$ cat src/rtl/i2c_pkg.sv
// Shared I2C front-end definitions: channel indices, filter defaults and
// recommended filter lengths per bus mode.
package i2c_pkg;

    // Bit positions of the two I2C lines in multi-channel vectors
    localparam int CH_SCL = 0;
    localparam int CH_SDA = 1;

    // Default filter counter width and idle level of the bus
    localparam int   DEF_CNT_W   = 4;
    localparam logic DEF_RST_VAL = 1'b1;

    typedef enum logic [1:0] {
        BUS_STD   = 2'd0,
        BUS_FAST  = 2'd1,
        BUS_FASTP = 2'd2
    } bus_mode_e;

    // Recommended cfg_len for a 100 MHz clock. Fast and fast+ must suppress
    // spikes up to 50 ns. Standard mode has no spike limit, so it uses the
    // longest filter.
    function automatic logic [DEF_CNT_W-1:0] glitch_len_rec(input bus_mode_e mode);
        logic [DEF_CNT_W-1:0] len_s;
        case (mode)
            BUS_STD:   len_s = 4'd15;
            BUS_FAST:  len_s = 4'd5;
            BUS_FASTP: len_s = 4'd5;
            default:   len_s = 4'd15;
        endcase
        return len_s;
    endfunction

endpackage

$ cat src/rtl/deglitch_ch.sv
// One filtered line: synchroniser, run-length counter, accepted-level flop
// and registered rise/fall/glitch strobes.
module deglitch_ch
    import i2c_pkg::*;
#(
    parameter int   SYNC_STG = 2,
    parameter int   CNT_W    = DEF_CNT_W,
    parameter logic RST_VAL  = DEF_RST_VAL
) (
    input  logic             clk,
    input  logic             rst_n,
    input  logic             din,
    input  logic [CNT_W-1:0] cfg_len,
    input  logic             byp,
    output logic             dout,
    output logic             rise,
    output logic             fall,
    output logic             glitch
);

    logic [SYNC_STG-1:0] sync_r;
    logic                s_s;
    logic [CNT_W-1:0]    cnt_r;
    logic [CNT_W-1:0]    cnt_nxt_s;
    logic                dout_r;
    logic                dout_nxt_s;
    logic                rise_r;
    logic                rise_nxt_s;
    logic                fall_r;
    logic                fall_nxt_s;
    logic                glitch_r;
    logic                glitch_nxt_s;

    // The filter sees only the last synchroniser stage
    assign s_s = sync_r[SYNC_STG-1];

    // Synchroniser shift chain for the asynchronous pad input
    always_ff @(posedge clk or negedge rst_n) begin
        if (!rst_n) begin
            sync_r <= {SYNC_STG{RST_VAL}};
        end else begin
            sync_r <= {sync_r[SYNC_STG-2:0], din};
        end
    end

    // Run-length filter decision. The counter saturates at cfg_len because it
    // only increments while it is below cfg_len. If cfg_len shrinks below a
    // running count, the next cycle accepts the new level.
    always_comb begin
        cnt_nxt_s    = cnt_r;
        dout_nxt_s   = dout_r;
        glitch_nxt_s = 1'b0;
        if (byp) begin
            cnt_nxt_s  = {CNT_W{1'b0}};
            dout_nxt_s = s_s;
        end else if (s_s == dout_r) begin
            cnt_nxt_s    = {CNT_W{1'b0}};
            glitch_nxt_s = (cnt_r != {CNT_W{1'b0}});
        end else if (cnt_r >= cfg_len) begin
            cnt_nxt_s  = {CNT_W{1'b0}};
            dout_nxt_s = s_s;
        end else begin
            cnt_nxt_s = cnt_r + CNT_W'(1);
        end
        rise_nxt_s = dout_nxt_s & ~dout_r;
        fall_nxt_s = ~dout_nxt_s & dout_r;
    end

    // Counter, accepted level and one-cycle event strobes
    always_ff @(posedge clk or negedge rst_n) begin
        if (!rst_n) begin
            cnt_r    <= {CNT_W{1'b0}};
            dout_r   <= RST_VAL;
            rise_r   <= 1'b0;
            fall_r   <= 1'b0;
            glitch_r <= 1'b0;
        end else begin
            cnt_r    <= cnt_nxt_s;
            dout_r   <= dout_nxt_s;
            rise_r   <= rise_nxt_s;
            fall_r   <= fall_nxt_s;
            glitch_r <= glitch_nxt_s;
        end
    end

    assign dout   = dout_r;
    assign rise   = rise_r;
    assign fall   = fall_r;
    assign glitch = glitch_r;

endmodule

$ cat src/rtl/i2c_deglitch_sync.sv
// Clocked deglitcher for the I2C pad inputs. Each line is filtered
// independently. Filter length and bypass are shared across all lines.
// SYNC_STG is intended to be 2 or 3.
module i2c_deglitch_sync
    import i2c_pkg::*;
#(
    parameter int   N_CH     = 2,
    parameter int   SYNC_STG = 2,
    parameter int   CNT_W    = DEF_CNT_W,
    parameter logic RST_VAL  = DEF_RST_VAL
) (
    input  logic             clk,
    input  logic             rst_n,
    input  logic [N_CH-1:0]  din,
    input  logic [CNT_W-1:0] cfg_len,
    input  logic             byp,
    output logic [N_CH-1:0]  dout,
    output logic [N_CH-1:0]  rise,
    output logic [N_CH-1:0]  fall,
    output logic [N_CH-1:0]  glitch
);

    for (genvar i = 0; i < N_CH; i++) begin : g_ch
        deglitch_ch #(
            .SYNC_STG (SYNC_STG),
            .CNT_W    (CNT_W),
            .RST_VAL  (RST_VAL)
        ) u_ch (
            .clk     (clk),
            .rst_n   (rst_n),
            .din     (din[i]),
            .cfg_len (cfg_len),
            .byp     (byp),
            .dout    (dout[i]),
            .rise    (rise[i]),
            .fall    (fall[i]),
            .glitch  (glitch[i])
        );
    end

endmodule

$ cat config.mk
export PLATFORM = sky130hd
export DESIGN_NAME = i2c_deglitch_sync
export DESIGN_NICKNAME = d
export VERILOG_FILES = /design/src/rtl/i2c_pkg.sv /design/src/rtl/deglitch_ch.sv /design/src/rtl/i2c_deglitch_sync.sv
export SDC_FILE = /design/constraint.sdc
export NUM_CORES = 1
export LEC_CHECK = 0
export BUFFER_PORTS_ARGS = -buffer_cell sky130_fd_sc_hd__buf_2
export CELL_PAD_IN_SITES_DETAIL_PLACEMENT = 1
export CELL_PAD_IN_SITES_GLOBAL_PLACEMENT = 1
export CORE_MARGIN = 8
export CORE_UTILIZATION = 39
export CTS_BUF_LIST = sky130_fd_sc_hd__clkbuf_16
export CTS_CLUSTER_DIAMETER = 150
export DETAILED_ROUTE_END_ITERATION = 16
export PLACE_DENSITY = 0.85
export REMOVE_ABC_BUFFERS = 1
export SLEW_MARGIN = 5
export SYNTH_ARGS = -nofsm -noshare
export SYNTH_HDL_FRONTEND = slang
export SYNTH_SLANG_ARGS = --single-unit
$ cat constraint.sdc
create_clock -name clk -period 1.4 [get_ports clk]
set_input_delay 0.14 -clock clk [delete_from_list [all_inputs] [get_ports clk]]
set_output_delay 0.14 -clock clk [all_outputs]
set_load 0.005 [all_outputs]
# == Word level (Yosys, flattened, before mapping) ==
# Cells that the tools add are included.
# Widths: inputs -> output; s select.
# word_totals
romBits,0
n_memories,0
input_bits,9
elab_cells,44
ram_bits,0
reg_bits,20
latchBits,0
output_inout_bits,8
# op_classes
shift,0
bitwise,8
n_reduce_logical,2
add_sub_neg,2
n_mul,0
magnitude_cmp,2
n_div,0
muxes,16
n_eq_ne,2
# op_table
cell,count
$mux 4,6
$mux 1,10
$add 4x1->4 const B,2
$ge 4x4->1,2
$reduce_bool 4->1,2
$and 1x1->1,4
$not 1->1,4
$eq 1x1->1,2

# == Depth between registers and ports, before layout ==
# Gate-level depths: netlist of the first run.
# logic_depth
word_depth,6
mapped_depth,5
mapped_depth_nobuf,5

# == Hierarchy ==
# A second synthesis of the first run with hierarchy kept.
# hier_totals
hier_cells,78
area_unflattened_um2,975.9
# by_module_without_submodules
module,n_inst,cells_per_inst,area_each_um2,seq_area_each_um2
deglitch_ch,2,39,488.0,254.0

# == Worst setup path after synthesis of the first run ==
# Ideal clock, no wire load.
# synth_path
kind,register to register
startpoint,reg g_ch[1].u_ch.cnt_r[0]
endpoint,reg g_ch[1].u_ch.dout_r
setup_time_ns,0.082
t_arrival_ns,1.402
setup_slack_ns,-0.084
required_ns,1.318
path_stages_with_launch,6
path_buffers,0
cell_sequence,dfrtp_1 -> inv_1 -> ha_1 -> nor3b_1 -> o21a_2 -> mux2_4
# synth_between
elab_chain_len,4
# synth_lines
item,line_no,source
start: declaration,deglitch_ch.sv:23,logic [CNT_W-1:0] cnt_r;
start signal: assignment,deglitch_ch.sv:72,cnt_r <= {CNT_W{1'b0}};
start signal: assignment,deglitch_ch.sv:78,cnt_r <= cnt_nxt_s;
$ge 4x4->1,deglitch_ch.sv:59,end else if (cnt_r >= cfg_len) begin
$mux 1,deglitch_ch.sv:59,
$mux 1,deglitch_ch.sv:56,end else if (s_s == dout_r) begin
$mux 1,deglitch_ch.sv:53,if (byp) begin
net g_ch[1].u_ch.dout_nxt_s,deglitch_ch.sv:26,logic dout_nxt_s;
end signal: assignment,deglitch_ch.sv:79,dout_r <= dout_nxt_s;
end: declaration,deglitch_ch.sv:25,logic dout_r;
# The timed path passes the listed nets, and every way through them passes these cells.

# == Final worst setup path of the first run ==
# layout_path
startpoint,reg g_ch[1].u_ch.cnt_r[3]
endpoint,reg g_ch[1].u_ch.dout_r
# Same word-level chain as after synthesis.

==> results.toml, run 1 <==
[status]
status = "finished, violations left"
failed_checks = "negative setup slack"

[global_route]
grt_pass1_wl_um = 4050
grtUsageTotal_pct = 12.17
largest_net_degree_at_the_start_of_global_routing = 21
grt-ovfl-total = 0
antenna_violations_before_repair = 0
grt_pass1_vias = 806

[detailed_routing]
vias_per_cell = 4.938
residual_drc = 0
detailedRoute.firstIterationViolations = 14
dr.pass1.iters = 4
wire_per_inst_um = 18.37
ant_nets = 0
num_vias = 716
postRouteWirelength_um = 2664

[yosys]
syn-mean-instance-area_um2 = 12.21
post_synth_inst_count = 83
syn_area_um2 = 1013
synth.yosys.warnings = 0
postSynthRegisterBits = 20
synth-seq-area-share_pct = 50.12
yosys.cell_types.count = 17
yosys.area.top_type_share_pct = 34.57
post_synth_main_area_contributors = "sky130_fd_sc_hd__dfrtp_1 (35%), sky130_fd_sc_hd__dfstp_2 (16%), sky130_fd_sc_hd__ha_1 (15%), sky130_fd_sc_hd__buf_4 (5.9%), sky130_fd_sc_hd__nor3b_1 (4.4%)"
synth_largest_area_cell = "sky130_fd_sc_hd__dfrtp_1"

[pwr]
power.density_nw_per_um2 = 1080
power.static_leakage_nw = 0.6759
share_comb_of_total_power_pct = 19.5
internal_power_mw = 1.166
switching_share_pct = 24.46
pwr-share-seq_pct = 42.4
pwr-share-clk_pct = 38.1
power_mw = 1.543
ir_drop_uv = 980.5
power.net_switching_mw = 0.3774

[timing]
rsz0062_at_grt = "true"
fmaxAchievable_mhz = 653.1
worstMarginPinSlew_ns = 0.4501
timing.final.hold_violations = 0
post-route-min-period_ns = 1.531
fin_skew_ns = 0.001219
final.setup.worst_slack_ns = -0.1312
final_max_slew_viol_count = 0
relSlewSlack_pct = 69.99
final.period_utilization_pct = 109.4
setup_viol_count_final = 10

[floorplanning]
die_width_um = 66.98
coreArea_um2 = 2477
floorplan.die.height_um = 66.98
design.die.area_um2 = 4486
effective_utilization_at_floorplan_pct = 40.91
ios = 17
fp-row-count = 18

[clock_network]
clkTransAtPathRegs_ns = 0.05
clkLatencyLatePin_ns = 0.25
cts-root-buf = "sky130_fd_sc_hd__clkbuf_16"
clock_sinks = 20
cts_tree = "yes"
cts-buffers-inserted = 3
htree_num_levels = 1
clock_tree.buffer_depth = 2

[layout]
mostFrequentLayoutCells = "sky130_fd_sc_hd__buf_2 (16), sky130_fd_sc_hd__dfrtp_1 (14), sky130_fd_sc_hd__buf_4 (14)"
mostFrequentLayoutCell = "sky130_fd_sc_hd__buf_2"
layout_cells_sized_above_1_pct = 54.78
area.growth.synth_to_final_pct = 40.99
final_core_utilization_pct = 57.68
number_of_filler_cells_placed_in_the_layout = 262
insertedDiodeCount = 0
layoutNonFillerInstCount = 145
finalNetCount = 137
post-route-cell-area_um2 = 1429

[worst_setup_path]
timing.critical_path.slowest_stage_cell = "sky130_fd_sc_hd__dfrtp_1"
worstReg2RegStart = "g_ch[1].u_ch.cnt_r[3]"
rrSetupSlack_ns = -0.13
worst-setup-path-type = "reg -> reg"
timing.critical_path.required_ns = 1.58
crit_fanout = 2
crit_path_end_kind = "flop"
rr_endpoint = "g_ch[1].u_ch.dout"
worst_setup_path_start_kind = "flop"
worstPathCellList = "ha_4, a211oi_2, o21a_2, mux2_4"
cpPeakStageDelay_ns = 0.41
reg2regPathDepth = 4
crit_arrival_ns = 1.71

[placement]
dpl_cell_area_um2 = 1169
io_buffers = 16
place.detailed.hpwl_um = 1651
dp.cells = 134
gp_congestion = 0.7819

[min_path]
worstHoldPathType = "in -> reg"
min-delay-start = "byp"
worstHoldEndpoint = "g_ch[1].u_ch.glitch"
min_delay_path_depth = 2

[flow_run]
max_cap_violations = 0
==> worst max path at each step <==
stage	end	cells after the start	from	slack, ns
floorplan	g_ch[1].u_ch.dout	5	g_ch[1].u_ch.cnt_r[0]	-0.08
global placement	g_ch[1].u_ch.dout	4	g_ch[1].u_ch.cnt_r[3]	-0.11
detailed placement	g_ch[0].u_ch.dout	4	g_ch[0].u_ch.cnt_r[3]	-0.16
CTS	g_ch[1].u_ch.dout	4	g_ch[1].u_ch.cnt_r[3]	-0.06
global route	g_ch[1].u_ch.dout	4	g_ch[1].u_ch.cnt_r[1]	-0.18
finish	g_ch[1].u_ch.dout	4	g_ch[1].u_ch.cnt_r[3]	-0.13
==> Yosys cell counts <==
cell type	instances
sky130_fd_sc_hd__o21a_2	2
sky130_fd_sc_hd__nor3b_1	6
sky130_fd_sc_hd__dfrtp_1	14
sky130_fd_sc_hd__and3_2	1
sky130_fd_sc_hd__xnor2_1	2
sky130_fd_sc_hd__mux2_4	2
sky130_fd_sc_hd__nor2_1	8
sky130_fd_sc_hd__inv_1	7
sky130_fd_sc_hd__nand3_1	2
sky130_fd_sc_hd__xor2_1	4
sky130_fd_sc_hd__a211oi_2	2
sky130_fd_sc_hd__buf_4	8
sky130_fd_sc_hd__o211ai_1	4
sky130_fd_sc_hd__ha_1	12
sky130_fd_sc_hd__dfstp_2	6
sky130_fd_sc_hd__a211oi_1	2
sky130_fd_sc_hd__and3_1	1
==> power by group through the flow <==
stage / logic (mW) / clock network [mW] / registers [mW]
after floorplan: 0.0939 / 0 / 0.660
after global placement: 0.205 / 0 / 0.654
after detailed placement: 0.218 / 0 / 0.659
after CTS: 0.252 / 0.595 / 0.652
after global routing: 0.330 / 0.615 / 0.660
final: 0.301 / 0.587 / 0.655
==> through the flow <==
stage / setup WS, ns / setup TNS, ns / hold slack (ns)
after detailed placement: -0.1581 / -0.6534 / 0.1139
after CTS: -0.05833 / -0.2426 / 0.1182
after global placement: -0.1082 / -0.2535 / 0.1050
after floorplan: -0.08436 / -0.1588 / -0.1556
final: -0.1312 / -0.7637 / 0.1400
after global routing: -0.1753 / -1.317 / 0.1576
==> layout make-up <==
cell class              instances  area (um2)  area share, %
multi-input cells              48       529.3          37.04
flip-flops and latches         20       508.0          35.55
repair buffers                 36       249.0          17.43
clock buffers                   3       75.07          5.254
well taps                      30       37.54          2.627
inverters                       7       26.28          1.839
clock inverters                 1       3.754         0.2627
==> logic make-up (layout without fill, tap and decap cells) <==
| kind of cell | after synthesis | in the layout | synth area share (%) |
|---|---|---|---|
| simple gates | 18 | 18 | 9.754 |
| flops | 20 | 20 | 50.12 |
| mux | 2 | 2 | 2.963 |
| buf+inv | 15 | 47 | 8.519 |
| xor+xnor | 6 | 6 | 5.185 |
| fa+ha+maj | 12 | 12 | 14.81 |
| compound gates | 10 | 10 | 8.642 |
==> per-layer routing <==
| metal | up-vias | share of wire (%) | wire length (um) | track usage, % |
|---|---|---|---|---|
| met5 | - | 0 | 0 | 0 |
| met4 | 0 | 1.2 | 33 | 3.916 |
| met3 | 5 | 6.3 | 168 | 3.188 |
| met2 | 18 | 53 | 1401 | 22.10 |
| met1 | 358 | 40 | 1061 | 13.33 |
| li1 | 335 | - | - | - |
==> critical path: cells and delay by family (launching register included) <==
family,cells,cell delay [ns]
muxes,1,0.31
AOI/OAI and AO/OA,2,0.50
DFF,1,0.41
adders and majority gates,1,0.24
==> sequential cells by signal, indices dropped and copies added (netlist names) <==
| register | flops |
|---|---|
| g_ch.u_ch.glitch | 2 |
| g_ch.u_ch.rise | 2 |
| g_ch.u_ch.sync_r | 4 |
| g_ch.u_ch.dout | 2 |
| g_ch.u_ch.cnt_r | 8 |
| g_ch.u_ch.fall | 2 |
==> what timing repair did <==
action | CTS | global route
hold buffers | 3 | 0
setup endpoints to repair | 12 | 14
pin swaps | 10 | 9
resized for setup | 11 | 10
hold endpoints to repair | 16 | 0
buffers inserted | 1 | 3
(Power assumes the default switching activity.)
==> run 2, diff against run 1 <==
--- a/config.mk
+++ b/config.mk
@@ -7,13 +7,13 @@
 export LEC_CHECK = 0
 export BUFFER_PORTS_ARGS = -buffer_cell sky130_fd_sc_hd__buf_2
 export CELL_PAD_IN_SITES_DETAIL_PLACEMENT = 1
-export CELL_PAD_IN_SITES_GLOBAL_PLACEMENT = 1
+export CELL_PAD_IN_SITES_GLOBAL_PLACEMENT = 2
 export CORE_MARGIN = 8
-export CORE_UTILIZATION = 39
+export CORE_UTILIZATION = 30
 export CTS_BUF_LIST = sky130_fd_sc_hd__clkbuf_16
 export CTS_CLUSTER_DIAMETER = 150
 export DETAILED_ROUTE_END_ITERATION = 16
-export PLACE_DENSITY = 0.85
+export PLACE_DENSITY = 0.8
 export REMOVE_ABC_BUFFERS = 1
 export SLEW_MARGIN = 5
 export SYNTH_ARGS = -nofsm -noshare
==> results.toml, run 2 (same netlist as run 1, synthesis figures left out) <==
[global_route]
grt-ovfl-total = 0
largest_net_degree_at_the_start_of_global_routing = 21
grt_pass1_vias = 770
antenna_violations_before_repair = 0
grt_pass1_wl_um = 3539
grtUsageTotal_pct = 8.547

[placement]
gp_congestion = 0.7132
io_buffers = 16
place.detailed.hpwl_um = 1561
dp.cells = 150
dp_slack_ns = -0.1460

[timing]
relSlewSlack_pct = 69.87
rsz0062_at_grt = "true"
setup_viol_count_final = 7
timing.final.hold_violations = 0
final_max_slew_viol_count = 0
fmaxAchievable_mhz = 672.1
worstMarginPinSlew_ns = 0.4520
final.setup.worst_slack_ns = -0.08795
post-route-min-period_ns = 1.488
fin_skew_ns = 0.001235
finalSetupTns_ns = -0.3543
final.period_utilization_pct = 106.3

[clock_network]
clkTransAtPathRegs_ns = 0.05
cts_tree = "yes"
clock_tree.buffer_depth = 2
cts-buffers-inserted = 3
htree_num_levels = 1
clock_sinks = 20
clkLatencyLatePin_ns = 0.25
cts-root-buf = "sky130_fd_sc_hd__clkbuf_16"

[floorplanning]
floorplan.die.height_um = 74.12
fp-row-count = 21
die_width_um = 74.12
design.die.area_um2 = 5494
coreArea_um2 = 3284
effective_utilization_at_floorplan_pct = 30.86
ios = 17

[worst_setup_path]
timing.critical_path.required_ns = 1.58
crit_path_end_kind = "flop"
crit_arrival_ns = 1.66
worst-setup-path-type = "reg -> reg"
worst_setup_path_start_kind = "flop"
crit_fanout = 2

[layout]
area.growth.synth_to_final_pct = 40.86
number_of_filler_cells_placed_in_the_layout = 353
largest_register_ff_count = 8
finalNetCount = 137
final_core_utilization_pct = 43.47
mostFrequentLayoutCell = "sky130_fd_sc_hd__buf_2"
layoutNonFillerInstCount = 160
insertedDiodeCount = 0
layout_cells_sized_above_1_pct = 53.51
largest-register = "g_ch.u_ch.cnt_r"
mostFrequentLayoutCells = "sky130_fd_sc_hd__buf_2 (16), sky130_fd_sc_hd__buf_4 (15), sky130_fd_sc_hd__dfrtp_1 (14)"
reg_top3 = "g_ch.u_ch.cnt_r (8), g_ch.u_ch.sync_r (4)"

[detailed_routing]
postRouteWirelength_um = 2055
residual_drc = 0
detailedRoute.firstIterationViolations = 10
dr.pass1.iters = 4
vias_per_cell = 4.356
ant_nets = 0
num_vias = 697
wire_per_inst_um = 12.84

[pwr]
power.static_leakage_nw = 0.6743
ir_drop_uv = 328.3
power.density_nw_per_um2 = 1041

[flow_run]
max_cap_violations = 0

[status]
status = "finished, violations left"
failed_checks = "negative setup slack"

[min_path]
worstHoldPathType = "in -> reg"
-- run 2: changes by cell type in the layout (fill, tap and decap cells not counted), moves of 2 or more --
cell,before,now
sky130_fd_sc_hd__nor2_1,8,5
sky130_fd_sc_hd__ha_1,8,10
sky130_fd_sc_hd__ha_4,4,2
sky130_fd_sc_hd__inv_1,5,7
sky130_fd_sc_hd__inv_2,2,0
sky130_fd_sc_hd__nor2_4,0,2
-- run 2: final timing paths --
check                                        from                     end  slack [ns]  depth (start not counted)
setup / recovery            g_ch[0].u_ch.cnt_r[3]       g_ch[0].u_ch.dout       -0.09                          4
hold / removal                                byp     g_ch[1].u_ch.glitch        0.16                          2
setup reg to reg            g_ch[0].u_ch.cnt_r[3]       g_ch[0].u_ch.dout       -0.09                          4
hold reg to reg            g_ch[1].u_ch.sync_r[0]  g_ch[1].u_ch.sync_r[1]        0.35                          0
max in group asynchronous                   rst_n  g_ch[0].u_ch.sync_r[0]        0.68                          2
min in group asynchronous                   rst_n     g_ch[1].u_ch.glitch        0.38                          2
-- run 2: layout make-up --
| type | instances | area (um2) | area share (%) |
|---|---|---|---|
| clock buffers | 3 | 75.07 | 5.259 |
| flip-flops and latches | 20 | 508.0 | 35.58 |
| multi-input cells | 48 | 515.5 | 36.11 |
| inverters | 7 | 26.28 | 1.840 |
| well taps | 46 | 57.56 | 4.032 |
| repair buffers | 36 | 245.2 | 17.18 |
-- run 2: per-layer routing --
metal  GRT usage, %  share of wire, %  up-vias
met3          2.695               5.3        5
met2          14.16                49       14
met4          5.322               2.3        0
li1               -                 -      338
met5              0                 0        -
met1          9.264                43      340
-- run 2: repair_timing --
| action | CTS | global route |
|---|---|---|
| hold endpoints to repair | 16 | 0 |
| hold buffers | 3 | 0 |
| endpoints found under the setup margin | 8 | 14 |
| setup buffers | 2 | 2 |
| gates resized for setup | 14 | 5 |
| gates cloned | 0 | 0 |
| pin swaps | 11 | 4 |
-- run 2: power by group --
group          internal (mW)  switching (mW)
registers              0.625          0.0233
clock network          0.376           0.198
logic                  0.143           0.121
-- run 2: critical path, stage by stage (launching register included) --
cell	delay, ns
sky130_fd_sc_hd__dfrtp_1	0.41
sky130_fd_sc_hd__ha_4	0.26
sky130_fd_sc_hd__a211oi_4	0.23
sky130_fd_sc_hd__o21a_2	0.20
sky130_fd_sc_hd__mux2_4	0.30
-- run 2: stage by stage --
step / instance area [um2] / hold slack, ns / power, mW
after global placement: 1189 / 0.1179 / 0.8593
final: 1428 / 0.1617 / 1.486
after CTS: 1395 / 0.1625 / 1.502
after global routing: 1428 / 0.1694 / 1.567
after floorplan: 953.4 / -0.1556 / 0.7538
after detailed placement: 1189 / 0.1219 / 0.8698
==> run 3, diff against run 2 <==
--- a/config.mk
+++ b/config.mk
@@ -6,14 +6,14 @@
 export NUM_CORES = 1
 export LEC_CHECK = 0
 export BUFFER_PORTS_ARGS = -buffer_cell sky130_fd_sc_hd__buf_2
-export CELL_PAD_IN_SITES_DETAIL_PLACEMENT = 1
-export CELL_PAD_IN_SITES_GLOBAL_PLACEMENT = 2
+export CELL_PAD_IN_SITES_DETAIL_PLACEMENT = 0
+export CELL_PAD_IN_SITES_GLOBAL_PLACEMENT = 1
 export CORE_MARGIN = 8
 export CORE_UTILIZATION = 30
 export CTS_BUF_LIST = sky130_fd_sc_hd__clkbuf_16
 export CTS_CLUSTER_DIAMETER = 150
 export DETAILED_ROUTE_END_ITERATION = 16
-export PLACE_DENSITY = 0.8
+export PLACE_DENSITY = 0.71
 export REMOVE_ABC_BUFFERS = 1
 export SLEW_MARGIN = 5
 export SYNTH_ARGS = -nofsm -noshare
==> results.toml, run 3 (same netlist as run 1, synthesis figures left out) <==
[timing]
final.period_utilization_pct = 105.5
relSlewSlack_pct = 69.67
setup_viol_count_final = 11
final_max_slew_viol_count = 0
fmaxAchievable_mhz = 677.2
fin_skew_ns = 0.006054
fin_hold_ws_ns = 0.1325
post-route-min-period_ns = 1.477
timing.final.hold_violations = 0
worstMarginPinSlew_ns = 0.4550
rsz0062_at_grt = "true"
finalSetupTns_ns = -0.5138
final.setup.worst_slack_ns = -0.07671

[status]
failed_checks = "negative setup slack"
status = "finished, violations left"

[layout]
largest_register_ff_count = 8
insertedDiodeCount = 0
final_core_utilization_pct = 44.38
layout_cells_sized_above_1_pct = 54.70
reg_top3 = "g_ch.u_ch.cnt_r (8), g_ch.u_ch.sync_r (4)"
area.growth.synth_to_final_pct = 43.83
largest-register = "g_ch.u_ch.cnt_r"
finalNetCount = 139
mostFrequentLayoutCells = "sky130_fd_sc_hd__buf_4 (18), sky130_fd_sc_hd__buf_2 (16), sky130_fd_sc_hd__dfrtp_1 (14)"
mostFrequentLayoutCell = "sky130_fd_sc_hd__buf_4"

[flow_run]
max_cap_violations = 0

[global_route]
grtUsageTotal_pct = 8.247
antenna_violations_before_repair = 0
grt-ovfl-total = 0
grt_pass1_wl_um = 3387
largest_net_degree_at_the_start_of_global_routing = 21
grt_pass1_vias = 735

[clock_network]
cts_tree = "yes"
clock_tree.buffer_depth = 2
clkTransAtPathRegs_ns = 0.06
clkLatencyLatePin_ns = 0.25
cts-buffers-inserted = 3
clock_sinks = 20
cts-root-buf = "sky130_fd_sc_hd__clkbuf_16"
htree_num_levels = 1

[floorplanning]
coreArea_um2 = 3284
design.die.area_um2 = 5494
floorplan.die.height_um = 74.12
ios = 17
die_width_um = 74.12
effective_utilization_at_floorplan_pct = 30.86
fp-row-count = 21

[detailed_routing]
ant_nets = 0
wire_per_inst_um = 13.06
vias_per_cell = 4.270
dr.pass1.iters = 4
num_vias = 696
detailedRoute.firstIterationViolations = 20
residual_drc = 0
postRouteWirelength_um = 2129

[worst_setup_path]
crit_path_end_kind = "flop"
worst_setup_path_endpoint = "g_ch[1].u_ch.dout"
timing.critical_path.required_ns = 1.58
reg2regPathDepth = 4
worst_setup_path_start_kind = "flop"
critical_path.startpoint = "g_ch[1].u_ch.cnt_r[1]"
crit_fanout = 2
rrSetupSlack_ns = -0.08
worst-setup-path-type = "reg -> reg"
worstReg2RegStart = "g_ch[1].u_ch.cnt_r[1]"
rr_endpoint = "g_ch[1].u_ch.dout"
crit_arrival_ns = 1.66

[pwr]
pwr-share-clk_pct = 39.2
power.net_switching_mw = 0.3585
power.density_nw_per_um2 = 1039
power.static_leakage_nw = 0.6906
pwr-share-seq_pct = 43.0
internal_power_mw = 1.156
switching_share_pct = 23.67
power_mw = 1.514
ir_drop_uv = 604.2
share_comb_of_total_power_pct = 17.8

[placement]
io_buffers = 16
place.detailed.hpwl_um = 1469
gp_congestion = 0.8304

[min_path]
worstHoldPathType = "in -> reg"
==> run 3: power by group through the flow <==
stage                     Combinational [mW]  Sequential [mW]  Clock (mW)
after CTS                              0.251            0.648       0.610
final                                  0.270            0.651       0.593
after floorplan                       0.0939            0.660           0
after global routing                   0.300            0.655       0.632
after global placement                 0.216            0.654           0
after detailed placement               0.220            0.655           0
==> run 3: metal layers <==
layer  GRT usage (%)  vias to the layer above  routed length [um]
met5               0                        -                   0
li1                -                      342                   -
met3           3.100                        5                 118
met2           12.70                       16                1020
met4           4.878                        0                  46
met1           9.524                      333                 943
==> run 3: stage by stage <==
| stage | cells | area, um2 | worst slack, ns |
|---|---|---|---|
| 3_5_place_dp | 151 | 1196 | -0.1261 |
| 2_1_floorplan | 75 | 953.4 | -0.08436 |
| 5_1_grt | 163 | 1458 | -0.1397 |
| 6_report | 163 | 1458 | -0.07671 |
| 4_1_cts | 160 | 1384 | -0.04358 |
| 3_3_place_gp | 151 | 1196 | -0.1142 |
==> run 3: repair_timing <==
| item | CTS | global route |
|---|---|---|
| hold buffers | 3 | 0 |
| gates resized for setup | 10 | 7 |
| setup buffers | 2 | 3 |
| setup endpoints to repair | 11 | 14 |
| pin swaps | 4 | 10 |
| hold endpoints to repair | 16 | 0 |
==> run 3: worst max-delay path: stages, from the launching register on <==
cell and delay [ns]:
sky130_fd_sc_hd__dfrtp_1 0.38, sky130_fd_sc_hd__ha_1 0.30, sky130_fd_sc_hd__o211ai_1 0.22, sky130_fd_sc_hd__o21a_2 0.21
sky130_fd_sc_hd__mux2_4 0.30
==> run 3: area by class of cell <==
| type | count | area, um2 |
|---|---|---|
| timing repair buffer | 38 | 256.5 |
| clock inverter | 1 | 3.754 |
| clock buffer | 3 | 75.07 |
| fill | 304 | 1827 |
| inverter | 7 | 26.28 |
| tap | 46 | 57.56 |
| sequential | 20 | 508.0 |
| multi-input combinational | 48 | 530.5 |
==> run 3: worst min path at each step <==
stage | start | to | slack [ns] | cells past startpoint
floorplan | rst_n | g_ch[0].u_ch.cnt_r[0] | -0.16 | 0
global placement | rst_n | g_ch[1].u_ch.cnt_r[0] | 0.12 | 1
detailed placement | rst_n | g_ch[1].u_ch.rise | 0.12 | 1
CTS | byp | g_ch[1].u_ch.glitch | 0.12 | 2
global route | byp | g_ch[0].u_ch.glitch | 0.16 | 2
finish | byp | g_ch[1].u_ch.glitch | 0.13 | 2
